==> config.mk <==
export PLATFORM = sky130hd
export DESIGN_NAME = data_ctrl
export DESIGN_NICKNAME = d
export VERILOG_FILES = /design/src/rtl/data_ctrl_pkg.sv /design/src/rtl/data_ctrl.sv
export SDC_FILE = /design/constraint.sdc
export NUM_CORES = 1
export LEC_CHECK = 0
export BUFFER_PORTS_ARGS = -buffer_cell sky130_fd_sc_hd__buf_4
export CORE_ASPECT_RATIO = 0.5
export CORE_MARGIN = 10
export CORE_UTILIZATION = 46
export CTS_CLUSTER_DIAMETER = 100
export DETAILED_ROUTE_END_ITERATION = 8
export PLACE_DENSITY = 0.77
export SKIP_LAST_GASP = 1
export SYNTH_ARGS = -nofsm -noshare
export SYNTH_HDL_FRONTEND = slang
export SYNTH_SLANG_ARGS = --single-unit
==> constraint.sdc <==
create_clock -name clk -period 1.7 [get_ports clk]
set_clock_uncertainty 0.1 [all_clocks]
set_input_delay 0.085 -clock clk [delete_from_list [all_inputs] [get_ports clk]]
set_output_delay 0.085 -clock clk [all_outputs]
set_load 0.005 [all_outputs]
==> src/rtl/data_ctrl_pkg.sv <==
// Shared definitions for the data-memory sequencer: op codes, FSM encoding, width defaults.
package data_ctrl_pkg;
  localparam int ADDR_W_DFLT = 8;
  localparam int DATA_W_DFLT = 16;

  typedef enum logic [1:0] {
    OP_LOAD  = 2'b00,
    OP_STORE = 2'b01,
    OP_COPY  = 2'b10,
    OP_FILL  = 2'b11
  } op_e;

  typedef enum logic [2:0] {
    S_IDLE, S_LOAD, S_STORE, S_CP_RD, S_CP_WR, S_FILL, S_DONE
  } state_e;
endpackage

==> src/rtl/data_ctrl.sv <==
// Load/store/copy/fill sequencer; sole master of the 256x16 data memory.
module data_ctrl
  import data_ctrl_pkg::*;
#(
  parameter int ADDR_W = ADDR_W_DFLT,
  parameter int DATA_W = DATA_W_DFLT
) (
  input  logic              clk,
  input  logic              rst_n,
  input  logic              cmd_valid,
  output logic              cmd_ready,
  input  logic [1:0]        cmd_op,
  input  logic [ADDR_W-1:0] cmd_addr,
  input  logic [ADDR_W-1:0] cmd_addr2,
  input  logic [7:0]        cmd_len,
  input  logic [DATA_W-1:0] cmd_data,
  output logic              rsp_valid,
  output logic [DATA_W-1:0] rsp_data,
  output logic              busy,
  output logic [ADDR_W-1:0] mem_addr,
  output logic [DATA_W-1:0] mem_din,
  output logic              mem_we,
  input  logic [DATA_W-1:0] mem_dout
);
  state_e            state_q, state_d;
  logic [ADDR_W-1:0] src_q, src_d, dst_q, dst_d;
  logic [7:0]        cnt_q, cnt_d;
  logic [DATA_W-1:0] data_q, data_d, rsp_data_q, rsp_data_d;

  always_ff @(posedge clk) begin
    if (!rst_n) begin
      state_q    <= S_IDLE;
      src_q      <= '0;
      dst_q      <= '0;
      cnt_q      <= '0;
      data_q     <= '0;
      rsp_data_q <= '0;
    end else begin
      state_q    <= state_d;
      src_q      <= src_d;
      dst_q      <= dst_d;
      cnt_q      <= cnt_d;
      data_q     <= data_d;
      rsp_data_q <= rsp_data_d;
    end
  end

  // data_q doubles as the STORE/FILL value and the COPY word buffer.
  always_comb begin
    state_d    = state_q;
    src_d      = src_q;
    dst_d      = dst_q;
    cnt_d      = cnt_q;
    data_d     = data_q;
    rsp_data_d = rsp_data_q;
    unique case (state_q)
      S_IDLE: begin
        if (cmd_valid) begin
          src_d  = cmd_addr;
          dst_d  = (op_e'(cmd_op) == OP_FILL) ? cmd_addr : cmd_addr2;
          cnt_d  = cmd_len;
          data_d = cmd_data;
          unique case (op_e'(cmd_op))
            OP_LOAD:  state_d = S_LOAD;
            OP_STORE: state_d = S_STORE;
            OP_COPY:  state_d = (cmd_len == 8'd0) ? S_DONE : S_CP_RD;
            OP_FILL:  state_d = (cmd_len == 8'd0) ? S_DONE : S_FILL;
            default:  state_d = S_IDLE;
          endcase
        end
      end
      S_LOAD: begin
        rsp_data_d = mem_dout;
        state_d    = S_DONE;
      end
      S_STORE: state_d = S_DONE;
      S_CP_RD: begin
        data_d  = mem_dout;
        src_d   = src_q + ADDR_W'(1);
        state_d = S_CP_WR;
      end
      S_CP_WR: begin
        dst_d   = dst_q + ADDR_W'(1);
        cnt_d   = cnt_q - 8'd1;
        state_d = (cnt_q == 8'd1) ? S_DONE : S_CP_RD;
      end
      S_FILL: begin
        dst_d   = dst_q + ADDR_W'(1);
        cnt_d   = cnt_q - 8'd1;
        state_d = (cnt_q == 8'd1) ? S_DONE : S_FILL;
      end
      S_DONE:  state_d = S_IDLE;
      default: state_d = S_IDLE;
    endcase
  end

  // Memory port decodes from registered state only.
  always_comb begin
    mem_addr = '0;
    mem_din  = '0;
    mem_we   = 1'b0;
    unique case (state_q)
      S_LOAD:  mem_addr = src_q;
      S_STORE: begin mem_addr = src_q; mem_din = data_q; mem_we = 1'b1; end
      S_CP_RD: mem_addr = src_q;
      S_CP_WR: begin mem_addr = dst_q; mem_din = data_q; mem_we = 1'b1; end
      S_FILL:  begin mem_addr = dst_q; mem_din = data_q; mem_we = 1'b1; end
      default: ;
    endcase
  end

  assign cmd_ready = (state_q == S_IDLE);
  assign busy      = ~cmd_ready;
  assign rsp_valid = (state_q == S_DONE);
  assign rsp_data  = rsp_data_q;
endmodule

==> impl_metrics.yaml <==
synth:
  async_flop_share: 0
  synth_fa_ha_area_frac: 0.01567
  syn-cell-area_um2: 3194
  syn_inst: 414
  synth_edf_count: 0
  synth_xor_area_frac: 0.002742
  synth_top_family_by_area: "simple AND/OR/NAND/NOR gates"
  synth_flop_cell: "dfxtp_1"
  synth_nets: 479
  syn_avg_cell_area_um2: 7.716
  synth_compound_area_frac: 0.2397
  synth_sequential_area_ratio: 0.3698
  ys_types: 57
  ys.warnings.count: 0
  synthMuxAreaShare: 0.02389
  ys_ff_latch: 59
  yosys.area_share.simple: 0.2895
power:
  p_leak_nw: 2.232
  p_per_area_nw_per_um2: 1558
  power_mw: 8.157
  ir_drop_v: 0.0009292
detailed_routing:
  via_per_inst: 5.698
  ant_nets: 0
  routed-via-count: 3835
  wire_per_inst_um: 18.97
  drc_errors: 0
  firstDrtPassIters: 5
  initialDrtViolationCount: 353
  routed_wl_um: 12760
floorplanning:
  die_x_um: 137.9
  coreArea_um2: 6700
  rows: 21
  io_pins: 105
  start_util: 0.4768
  dieArea_um2: 10880
  fp.dieH_um: 78.93
clock_network:
  clk_pin_slew_ns: 0.06
  cts_tree: "yes"
  clock_latency_ns: 0.34
  clock_sinks: 59
  clock-root-buffer: "clkbuf_16"
  cts_max_level: 3
  cts_buffer_depth: 2
  numCtsBuffers: 9
timing:
  worst_pin_slew_ns: 0.4325
  fin_ws_ns: -0.1169
  finalSetupViolations: 34
  slew_violations: 0
  fin_crit_ns: 1.817
  period_share: 1.069
  rsz0062_at_grt: "true"
  whs_ns: 0.0009529
  hold_viol_final: 0
  slew-limit-headroom: 0.7110
  max_clock_freq_mhz: 550.4
cells_and_area:
  layout.area.seq_um2: 1189
  drive_above_1_share: 0.3494
  area_growth_pct: 63.89
  fillers: 417
  insertedDiodeCount: 0
  fin_area_um2: 5235
  nets: 642
  final_cell_mix: "buf_4 (122), nand2_1 (72), dfxtp_1 (57), dlygate4sd3_1 (43), a21oi_1 (35)"
  multi_input_area_um2: 2038
  mostFrequentLayoutCell: "buf_4"
hold_path:
  hold_path_end: "cnt_q[1]$_SDFFE_PN0P_"
  hp-class: "in -> reg"
  holdPathStages: 3
  hp-start: "cmd_len[1]"
placement:
  place_congestion: 0.8700
  numPortBuffers: 104
  hpwlAfterDp_um: 7439
  dpl-instance-area_um2: 4146
worst_setup_path:
  rrSetupSlack_ns: -0.08
  cp-start-kind: "flop"
  cp_max_fo: 5
  worstPathCellList: "or2b_1 > nor2_4 > nor2_4 > and2b_1 > buf_4"
  path_class: "reg -> out"
  critPathCaptureType: "output port"
  critPathArrivalTime_ns: 1.63
  critPathRequiredTime_ns: 1.51
  max_stage_delay_ns: 0.35
  crit_top_cell: "nor2_4"
  reg2reg_depth: 5
  reg2reg_to: "src_q[7]$_SDFFE_PN0P_"
  crit_slowest_cell: "dfxtp_4"
  r2r-start: "state_q[2]$_SDFFE_PN0P_"
global_route:
  grt-ovfl-total: 0
  track_usage: 0.2081
  antenna_found_initial: 0
  grt_pass1_wl_um: 18410
  grt_pass1_vias: 3621
  grt_max_degree: 35
outcome:
  status: "complete, but fails checks"
  violations: "negative setup slack"
job:
  cap_violations: 0
-- Yosys cell counts (4+ instances only) --
master / instances / share of area
o21ai_0: 15 / 0.024
inv_1: 9 / 0.011
dfxtp_1: 59 / 0.37
a31oi_1: 6 / 0.012
a311oi_1: 17 / 0.047
ha_1: 4 / 0.016
nor4_1: 4 / 0.0078
mux2_2: 5 / 0.018
and2b_1: 6 / 0.014
buf_2: 9 / 0.014
nand4_1: 4 / 0.0078
a21oi_1: 36 / 0.056
nand2_1: 88 / 0.10
nor2b_1: 13 / 0.025
nand3_1: 16 / 0.025
a22o_1: 8 / 0.022
o211ai_1: 7 / 0.016
nor2_1: 33 / 0.039
nor3_1: 6 / 0.0094
clkbuf_1: 14 / 0.016
-- layer usage --
layer	wire, um	vias to the layer above	track usage
met5	0	-	0
met4	396	0	0.08075
met3	1336	43	0.06595
met2	5988	199	0.3485
met1	5043	1782	0.2439
li1	-	1811	-
-- critical path, delay by kind of cell, from the launching register on --
kind / cells / cell delay, ns
DFF: 1 / 0.35
and+or+nand+nor: 4 / 0.83
buffers and inverters: 1 / 0.12
-- power by group --
| group | switching (mW) | leakage (nW) | internal [mW] |
|---|---|---|---|
| Sequential | 0.479 | 0.485 | 1.85 |
| Clock | 0.659 | 0.130 | 1.01 |
| Combinational | 2.13 | 1.62 | 2.03 |
-- worst max-delay path by stage --
stage,endpoint,slack [ns],start
floorplan,src_q[7]$_SDFFE_PN0P_,0.08,state_q[2]$_SDFFE_PN0P_
global placement,mem_din[11],-0.25,state_q[1]$_SDFFE_PN0P_
detailed placement,mem_din[10],-0.31,state_q[1]$_SDFFE_PN0P_
CTS,mem_din[10],-0.06,state_q[1]$_SDFFE_PN0P_
global route,mem_din[7],-0.13,state_q[1]$_SDFFE_PN0P_
finish,mem_din[1],-0.12,state_q[1]$_SDFFE_PN0P_
-- state kept, by name, summed over array words and instances, names as in the netlist --
name	cells
data_q	16
src_q	8
dst_q	8
rsp_data	16
state_q	3
cnt_q	8
-- metrics by stage --
stage	util	TNS [ns]	setup WS, ns	instances
after floorplan	-	0	0.07872	414
after global placement	0.6189	-3.969	-0.2491	602
after detailed placement	0.6189	-5.294	-0.3073	602
after CTS	0.7389	-0.3242	-0.06088	665
after global routing	0.7813	-2.673	-0.1342	673
final	0.7813	-1.721	-0.1169	673
-- final cells by class --
class                           instances  area share
Clock buffer                           10     0.04565
Clock inverter                          5    0.005736
Inverter                                9    0.006453
Multi-Input combinational cell        319      0.3893
Sequential cell                        59      0.2271
Tap cell                               92     0.02199
Timing Repair Buffer                  179      0.3038
-- timing repair --
| item | 4_1_cts | 5_1_grt |
|---|---|---|
| resized for setup | 16 | 51 |
| pin swaps | 3 | 38 |
| buffers inserted | 4 | 5 |
| endpoints found under the hold margin | 44 | 0 |
| hold buffers | 43 | 0 |
| setup endpoints to repair | 41 | 48 |
| gates cloned | 1 | 3 |
-- cells by family after synthesis --
family,after synthesis
AO/OA/AOI/OAI,114
XOR/XNOR,1
adder cells (fa/ha/maj),4
buffers and inverters,38
flip-flops,59
multiplexers,7
AND/OR/NAND/NOR,191
Note: power is estimated with default switching activity, not from simulation.
